==> src/rtl/pc_seq_pkg.sv <==
// Shared types and constants for the LEGv8 fetch/PC sequencer.
package pc_seq_pkg;

    localparam int PC_W    = 64;
    localparam int INSTR_W = 32;
    localparam int CNT_W   = 32;

    localparam logic [PC_W-1:0] PC_INCR = 64'd4;

    typedef enum logic [1:0] {
        IDLE  = 2'd0,
        FETCH = 2'd1,
        ISSUE = 2'd2,
        HALT  = 2'd3
    } seq_state_t;

endpackage

==> src/rtl/pc_sequencer_next_pc_calc.sv <==
// Combinational next-PC selection: branch decision, target/sequential sum
// and the word-alignment flag of the chosen address.
module next_pc_calc
    import pc_seq_pkg::*;
(
    input  logic [PC_W-1:0] current_pc,
    input  logic [PC_W-1:0] sign_ext_imm64,
    input  logic            branch,
    input  logic            alu_zero,
    input  logic            uncondbranch,
    output logic            taken,
    output logic [PC_W-1:0] next_pc,
    output logic            misaligned
);

    always_comb begin
        taken      = (branch & alu_zero) | uncondbranch;
        // Both sums wrap modulo 2^64 by construction of the 64-bit add.
        next_pc    = taken ? (current_pc + sign_ext_imm64) : (current_pc + PC_INCR);
        misaligned = (next_pc[1:0] != 2'b00);
    end

endmodule

==> src/rtl/pc_sequencer.sv <==
// Multicycle fetch/PC controller: owns the PC, fetches over a req/ack
// handshake, commits the next PC on ExecDone. Optional PC_SEQ_ALIGN_CHECK_EN
// halts on a misaligned commit target and raises a sticky Fault.
//
// state | meaning
// IDLE  | no request; leaves when Stall is low
// FETCH | imem_req high at CurrentPC until imem_ack
// ISSUE | Instruction valid, waiting for an unstalled ExecDone
// HALT  | misaligned target seen; only Reset leaves
module pc_sequencer
    import pc_seq_pkg::*;
#(
    parameter logic [PC_W-1:0] RESET_PC = 64'h0
) (
    input  logic               CLK,
    input  logic               Reset,
    input  logic               Stall,
    output logic               imem_req,
    output logic [PC_W-1:0]    imem_addr,
    input  logic               imem_ack,
    input  logic [INSTR_W-1:0] imem_data,
    output logic [INSTR_W-1:0] Instruction,
    output logic               InstrValid,
    input  logic               ExecDone,
    input  logic               Branch,
    input  logic               ALUZero,
    input  logic               Uncondbranch,
    input  logic [PC_W-1:0]    SignExtImm64,
    output logic [PC_W-1:0]    CurrentPC,
    output logic [CNT_W-1:0]   RetireCount,
    output logic               Fault
);

    seq_state_t         state, state_nxt;
    logic [PC_W-1:0]    pc_q;
    logic [INSTR_W-1:0] instr_q;
    logic [CNT_W-1:0]   retire_q;

    logic               ld_instr;
    logic               ld_pc;
    logic               commit;
    logic               set_fault;

    logic               taken;
    logic [PC_W-1:0]    next_pc;
    logic               misaligned;

    next_pc_calc u_next_pc_calc (
        .current_pc     (pc_q),
        .sign_ext_imm64 (SignExtImm64),
        .branch         (Branch),
        .alu_zero       (ALUZero),
        .uncondbranch   (Uncondbranch),
        .taken          (taken),
        .next_pc        (next_pc),
        .misaligned     (misaligned)
    );

    always_ff @(posedge CLK) begin
        if (Reset) begin
            state    <= IDLE;
            pc_q     <= RESET_PC;
            instr_q  <= '0;
            retire_q <= '0;
        end else begin
            state <= state_nxt;
            if (ld_instr) instr_q  <= imem_data;
            if (ld_pc)    pc_q     <= next_pc;
            if (commit)   retire_q <= retire_q + CNT_W'(1);
        end
    end

    always_comb begin
        state_nxt = state;
        ld_instr  = 1'b0;
        ld_pc     = 1'b0;
        commit    = 1'b0;
        set_fault = 1'b0;
        case (state)
            IDLE: begin
                if (!Stall) state_nxt = FETCH;
            end
            // Stall is deliberately not looked at here: a raised request stays up.
            FETCH: begin
                if (imem_ack) begin
                    ld_instr  = 1'b1;
                    state_nxt = ISSUE;
                end
            end
            ISSUE: begin
                if (ExecDone && !Stall) begin
                    commit = 1'b1;
`ifdef PC_SEQ_ALIGN_CHECK_EN
                    if (misaligned) begin
                        set_fault = 1'b1;
                        state_nxt = HALT;
                    end else begin
                        ld_pc     = 1'b1;
                        state_nxt = FETCH;
                    end
`else
                    ld_pc     = 1'b1;
                    state_nxt = FETCH;
`endif
                end
            end
            HALT:    state_nxt = HALT;
            default: state_nxt = IDLE;
        endcase
    end

`ifdef PC_SEQ_ALIGN_CHECK_EN
    logic fault_q;
    logic unused_taken;

    always_ff @(posedge CLK) begin
        if (Reset)          fault_q <= 1'b0;
        else if (set_fault) fault_q <= 1'b1;
    end

    assign Fault        = fault_q;
    assign unused_taken = taken;
`else
    logic [2:0] unused_flags;

    assign Fault        = 1'b0;
    assign unused_flags = {taken, misaligned, set_fault};
`endif

    assign imem_req    = (state == FETCH);
    assign imem_addr   = pc_q;
    assign InstrValid  = (state == ISSUE);
    assign Instruction = instr_q;
    assign CurrentPC   = pc_q;
    assign RetireCount = retire_q;

endmodule

==> config.mk <==
export PLATFORM = sky130hd
export DESIGN_NAME = pc_sequencer
export DESIGN_NICKNAME = d
export VERILOG_FILES = /design/src/rtl/pc_seq_pkg.sv /design/src/rtl/pc_sequencer_next_pc_calc.sv /design/src/rtl/pc_sequencer.sv
export SDC_FILE = /design/constraint.sdc
export NUM_CORES = 1
export LEC_CHECK = 0
export BUFFER_PORTS_ARGS = -buffer_cell sky130_fd_sc_hd__buf_2
export CORE_AREA = 2 2 151 168
export CTS_CLUSTER_DIAMETER = 60
export DETAILED_ROUTE_END_ITERATION = 7
export DIE_AREA = 0 0 153 170
export PLACE_DENSITY_LB_ADDON = 0.1
export SLEW_MARGIN = 20
export SYNTH_ARGS = -nofsm -noshare
export SYNTH_HDL_FRONTEND = slang
export SYNTH_SLANG_ARGS = --single-unit
==> constraint.sdc <==
create_clock -name CLK -period 4 [get_ports CLK]
set_clock_uncertainty 0.1 [all_clocks]
set_input_delay 0.8 -clock CLK [delete_from_list [all_inputs] [get_ports CLK]]
set_output_delay 0.8 -clock CLK [all_outputs]
set_load 0.02 [all_outputs]
[Word level (Yosys, flattened, before mapping)]
Index checks and enable logic that the tools add are counted.
Word-level totals
  bits in registers: 130
  input port bits: 104
  output and inout bits: 195
Operators by class
  $add $sub $neg: 3
  equality and inequality tests: 6
  bitwise logic cells: 2
  reductions and logical operators: 4
  multiplexer cells: 9
Operators by type and width (count)
  $add A64 B3 Y64 const B: 1
  $add A64 B64 Y64: 1
  $mux W64: 1
  $add A32 B1 Y32 const B: 1
  $pmux W2 S4: 1
  $mux W2: 3
  $eq A2 B2 Y1 const B: 2
  $mux W1: 4
  $ne A2 B1 Y1 const B: 2
  $reduce_and A3 Y1: 1
  $eq A2 B1 Y1 const B: 1
  $logic_not A2 Y1: 1
  $ne A2 B2 Y1 const B: 1
  $and A1 B1 Y1: 1
  $logic_and A1 B1 Y1: 1
  $logic_not A1 Y1: 1
  $or A1 B1 Y1: 1

[Depth between registers and ports, before layout]
  word-level depth: 4
  depth in mapped cells: 12
  depth with buffers taken out: 12

[Modules after synthesis]
Synthesis repeated with hierarchy kept, for this count alone.
Unflattened totals
  cells, all modules: 1569
  area, all modules: 11080.6 sq um
Modules (own cells, without submodules)
  next_pc_calc: cells an instance 885, times used 1, area an instance 5634.2 sq um
  pc_sequencer: cells an instance 684, times used 1, area an instance 5446.5 sq um

[Worst setup path after synthesis]
OpenSTA, ideal clock, no wires.
  kind: input port to flip-flop
  start point: input port SignExtImm64[0]
  end point: register pc_q[60] (netlist: CurrentPC[60])
  path slack: 0.548 ns
  cell stages on the path: 12
  library setup time: 0.066 ns
  required time: 3.834 ns
  arrival: 3.286 ns
  path through: ha_1 fa_1 a21o_1 a311oi_1 o21ai_1 a21o_1 a21oi_2 o41ai_4 a21oi_2 nand3b_4 mux2_4 a21oi_2
Between the ends
  cells in the longest elaborated chain, start to end: 2
RTL lines
  start: declaration: RTL line pc_sequencer.sv:28  | input logic [PC_W-1:0] SignExtImm64,
  $add A64 B64 Y64: RTL line pc_sequencer_next_pc_calc.sv:19  | next_pc = taken ? (current_pc + sign_ext_imm64) : (current_pc + PC_INCR);
  $mux W64: RTL line pc_sequencer_next_pc_calc.sv:19
  end signal: assignment: RTL line pc_sequencer.sv:68  | if (ld_pc) pc_q <= next_pc;
  end: declaration: RTL line pc_sequencer.sv:35  | logic [PC_W-1:0] pc_q;
Every way passes these cells.
A chain may end at the register's enable or synchronous reset.

[Worst setup path after layout]
  start point: input port SignExtImm64[0]
  end point: register pc_q[58] (netlist: CurrentPC[58])
The elaborated chain is that of the path after synthesis.

==> results.cfg <==
[grt]
grt_pass1_wl_um = 56000
antenna_found_initial = 1
grt-ovfl-total = 0
grt_pass1_vias = 10800
grt_usage_pct = 26.3
grt_max_degree = 86

[worst_setup_path]
r2r-end = CurrentPC[58]
worstSetupStartpoint = SignExtImm64[0]
cp_slowest_stage_delay_ns = 0.42
path_cells = buf_2 -> ha_1 -> fa_1 -> a21o_1 -> a311oi_1 -> buf_4 -> o211ai_1 -> o211ai_1 -> a21oi_1 -> o21ai_1 -> buf_4 -> a31oi_1 -> a21boi_2 -> mux2i_1 -> o22ai_1
reg2reg_depth = 14
cpMaxStageDelayCell = fa_1
critPathRequiredTime_ns = 4.18
reg2reg_setup_slack_ns = 0.57
cp_data_arrival_time_ns = 3.76
crit_fanout = 4
critPathKind = in -> reg
endpoint_kind = register
start_kind = input pin
timing.rr.start = CurrentPC[0]

[synthesis]
synth_area_leaders = dfxtp_1 (24%), a21oi_1 (8.5%), ha_1 (7.6%), nand2_1 (6.8%), buf_4 (4.7%)
async_reset_ff_share_pct = 0
yosys.area.top_type = dfxtp_1
synth_nets = 1634
syn-instance-count = 1464
synth_cell_types = 87
synth_edf_count = 0
postSynthAreaPerCell_sq_um = 7.34
synth-seq-cells = 130
synth-seq-area-share_pct = 24.2
yosys_most_used_dff = dfxtp_1
synth_area_sq_um = 10700
synth_top_area_share_pct = 24.2
yosysWarnings = 0

[floorplan]
die_w_um = 153
die_h_um = 170
fp-row-count = 60
die_area_sq_um = 26000
core_sq_um = 24200
ios = 299
initial_utilization_pct = 44.3

[flow_run]
cap_viol_max_count = 0

[layout]
fill_cells = 2455
nets = 1847
layout-drive-gt1-share_pct = 25.1
syn_to_final_growth_pct = 17.7

[timing]
period_share_pct = 89.5
fmax_mhz = 279
tns_ns = 0
max_slew_margin_pct = 29.2
whs_ns = 0.352
period_needed_ns = 3.58
rsz0062_at_grt = false
hold_viol = 0
tightest_slew_ns = 1.06
setup_viol = 0
slew_viol_final = 0

[clock_tree]
cts_tree = done
post_cts_buffers = 0
cts_hold_buf = 0
cts_resized = 0
cts_buffers = 17
clockBufferDepth = 2
cts_sinks = 130
clk_latency_ns = 0.43
htreeDepth = 4
clk_pin_slew_ns = 0.07
cts-root-buf = clkbuf_16

[pwr]
p_per_area_nw_per_um2 = 275
peakVddDrop_mv = 0.231
leakagePower_nw = 5.69

[place]
port_buffers = 297
hpwl_um = 26600
gp_routability_congestion = 0.926

[detailed_routing]
dr.pass1.iters = 5
wl_per_cell_um = 17.7
wl_um = 35400
vias = 11600
via_per_inst = 5.80
drt-initial-drc-count = 803
drt_drc_violations_left = 0
ant_nets = 0

[min_path]
whs_endpoint = Instruction[31]
hold_start = Instruction[31]
hp-class = reg -> reg
worstHoldPathCells = 2

[status]
status = completed
-- cell usage after synthesis, drive strengths merged, types with 36 or more instances --
library cell  instances
nand2               198
a21oi               186
dfxtp               130
nor2                121
o21ai               108
buf                  79
ha                   65
clkbuf               60
nand3                48
nand4                47
nor3                 44
xnor2                44
a21o                 36
-- registers in the layout, summed over array words and instances, names as in the netlist --
signal       cells
CurrentPC       64
Instruction     32
RetireCount     32
state            2
-- cell type report --
class                   count  area, sq um  share of cell area, %
well taps                 310          388                   3.07
flip-flops and latches    130         2600                   20.6
clock buffers              17          425                   3.36
clock inverters            15          161                   1.28
diodes                      1         2.50                 0.0198
inverters                  26         97.6                  0.771
multi-input cells        1169         7220                   57.0
repair buffers            333         1760                   13.9
-- critical path: cells and delay by family --
family                   cells  cell delay, ns
AO/OA/AOI/OAI                9            1.67
adder cells (fa/ha/maj)      2            0.66
buffers and inverters        3            0.42
multiplexers                 1            0.20
-- how the worst max path moves through the flow --
stage                          endpoint  cells after the start  slack [ns]
after floorplan           CurrentPC[60]                     12        0.55
after global placement    CurrentPC[58]                     15        0.08
after detailed placement  CurrentPC[58]                     15        0.02
after CTS                 CurrentPC[58]                     15        0.45
after global routing      CurrentPC[58]                     15        0.24
final                     CurrentPC[58]                     15        0.42
-- stage by stage --
step / worst slack (ns) / cell area, sq um / std cells / utilization (%) / power [mW]
2_1_floorplan: 0.548 / 10700 / 1464 / - / 1.73
3_3_place_gp: 0.0770 / 12100 / 1968 / 49.7 / 1.89
3_5_place_dp: 0.0242 / 12100 / 1968 / 49.7 / 1.89
4_1_cts: 0.454 / 12600 / 2000 / 52.2 / 3.51
5_1_grt: 0.235 / 12700 / 2001 / 52.2 / 3.61
6_report: 0.421 / 12700 / 2001 / 52.2 / 3.48
-- cells in the final DEF, fill, tap and decap left out, drive strengths merged, types with 5 or more instances in the layout --
cell,count
ha,65
xnor2,44
nand4,47
o31ai,8
a21o,36
o211ai,9
a211oi,16
and4,8
o21a,7
and2,6
nor2b,6
buf,333
o21ai,108
nor3,44
xor2,35
a2111oi,10
o22ai,19
nand2,198
a31oi,19
o21bai,16
or2,5
clkbuf,17
a311oi,12
a221oi,5
a22oi,5
nand3,48
dfxtp,130
and3,19
a21oi,186
nand2b,5
nor2,121
or3,11
nor4,9
inv,37
-- metal layers --
layer | track usage, % | routed length (um) | part of all wire, % | up-vias
met5 | 0 | 0 | 0 | -
met4 | 8.37 | 669 | 1.9 | 0
met3 | 4.07 | 2230 | 6.3 | 50
met2 | 43.7 | 16700 | 47 | 431
met1 | 35.0 | 15800 | 45 | 5421
li1 | - | - | - | 5700
-- power by group --
part           internal, mW  leakage [nW]  switching (mW)
Clock                 0.889         0.287           0.724
Combinational         0.191          4.35           0.332
Sequential             1.32          1.05          0.0236
-- kinds of logic (layout without fill, tap and decap cells) --
family,Yosys count,in the layout,share of synthesized area [%]
AOI/OAI and AO/OA,481,481,28.2
xor gates and xnor gates,79,79,6.44
adders and majority gates,66,66,7.75
buffers and inverters,165,391,8.88
DFF,130,130,24.2
muxes,5,5,0.512
other,1,2,0.0349
and+or+nand+nor,537,537,23.9
Power figures use the tool's default switching activity.
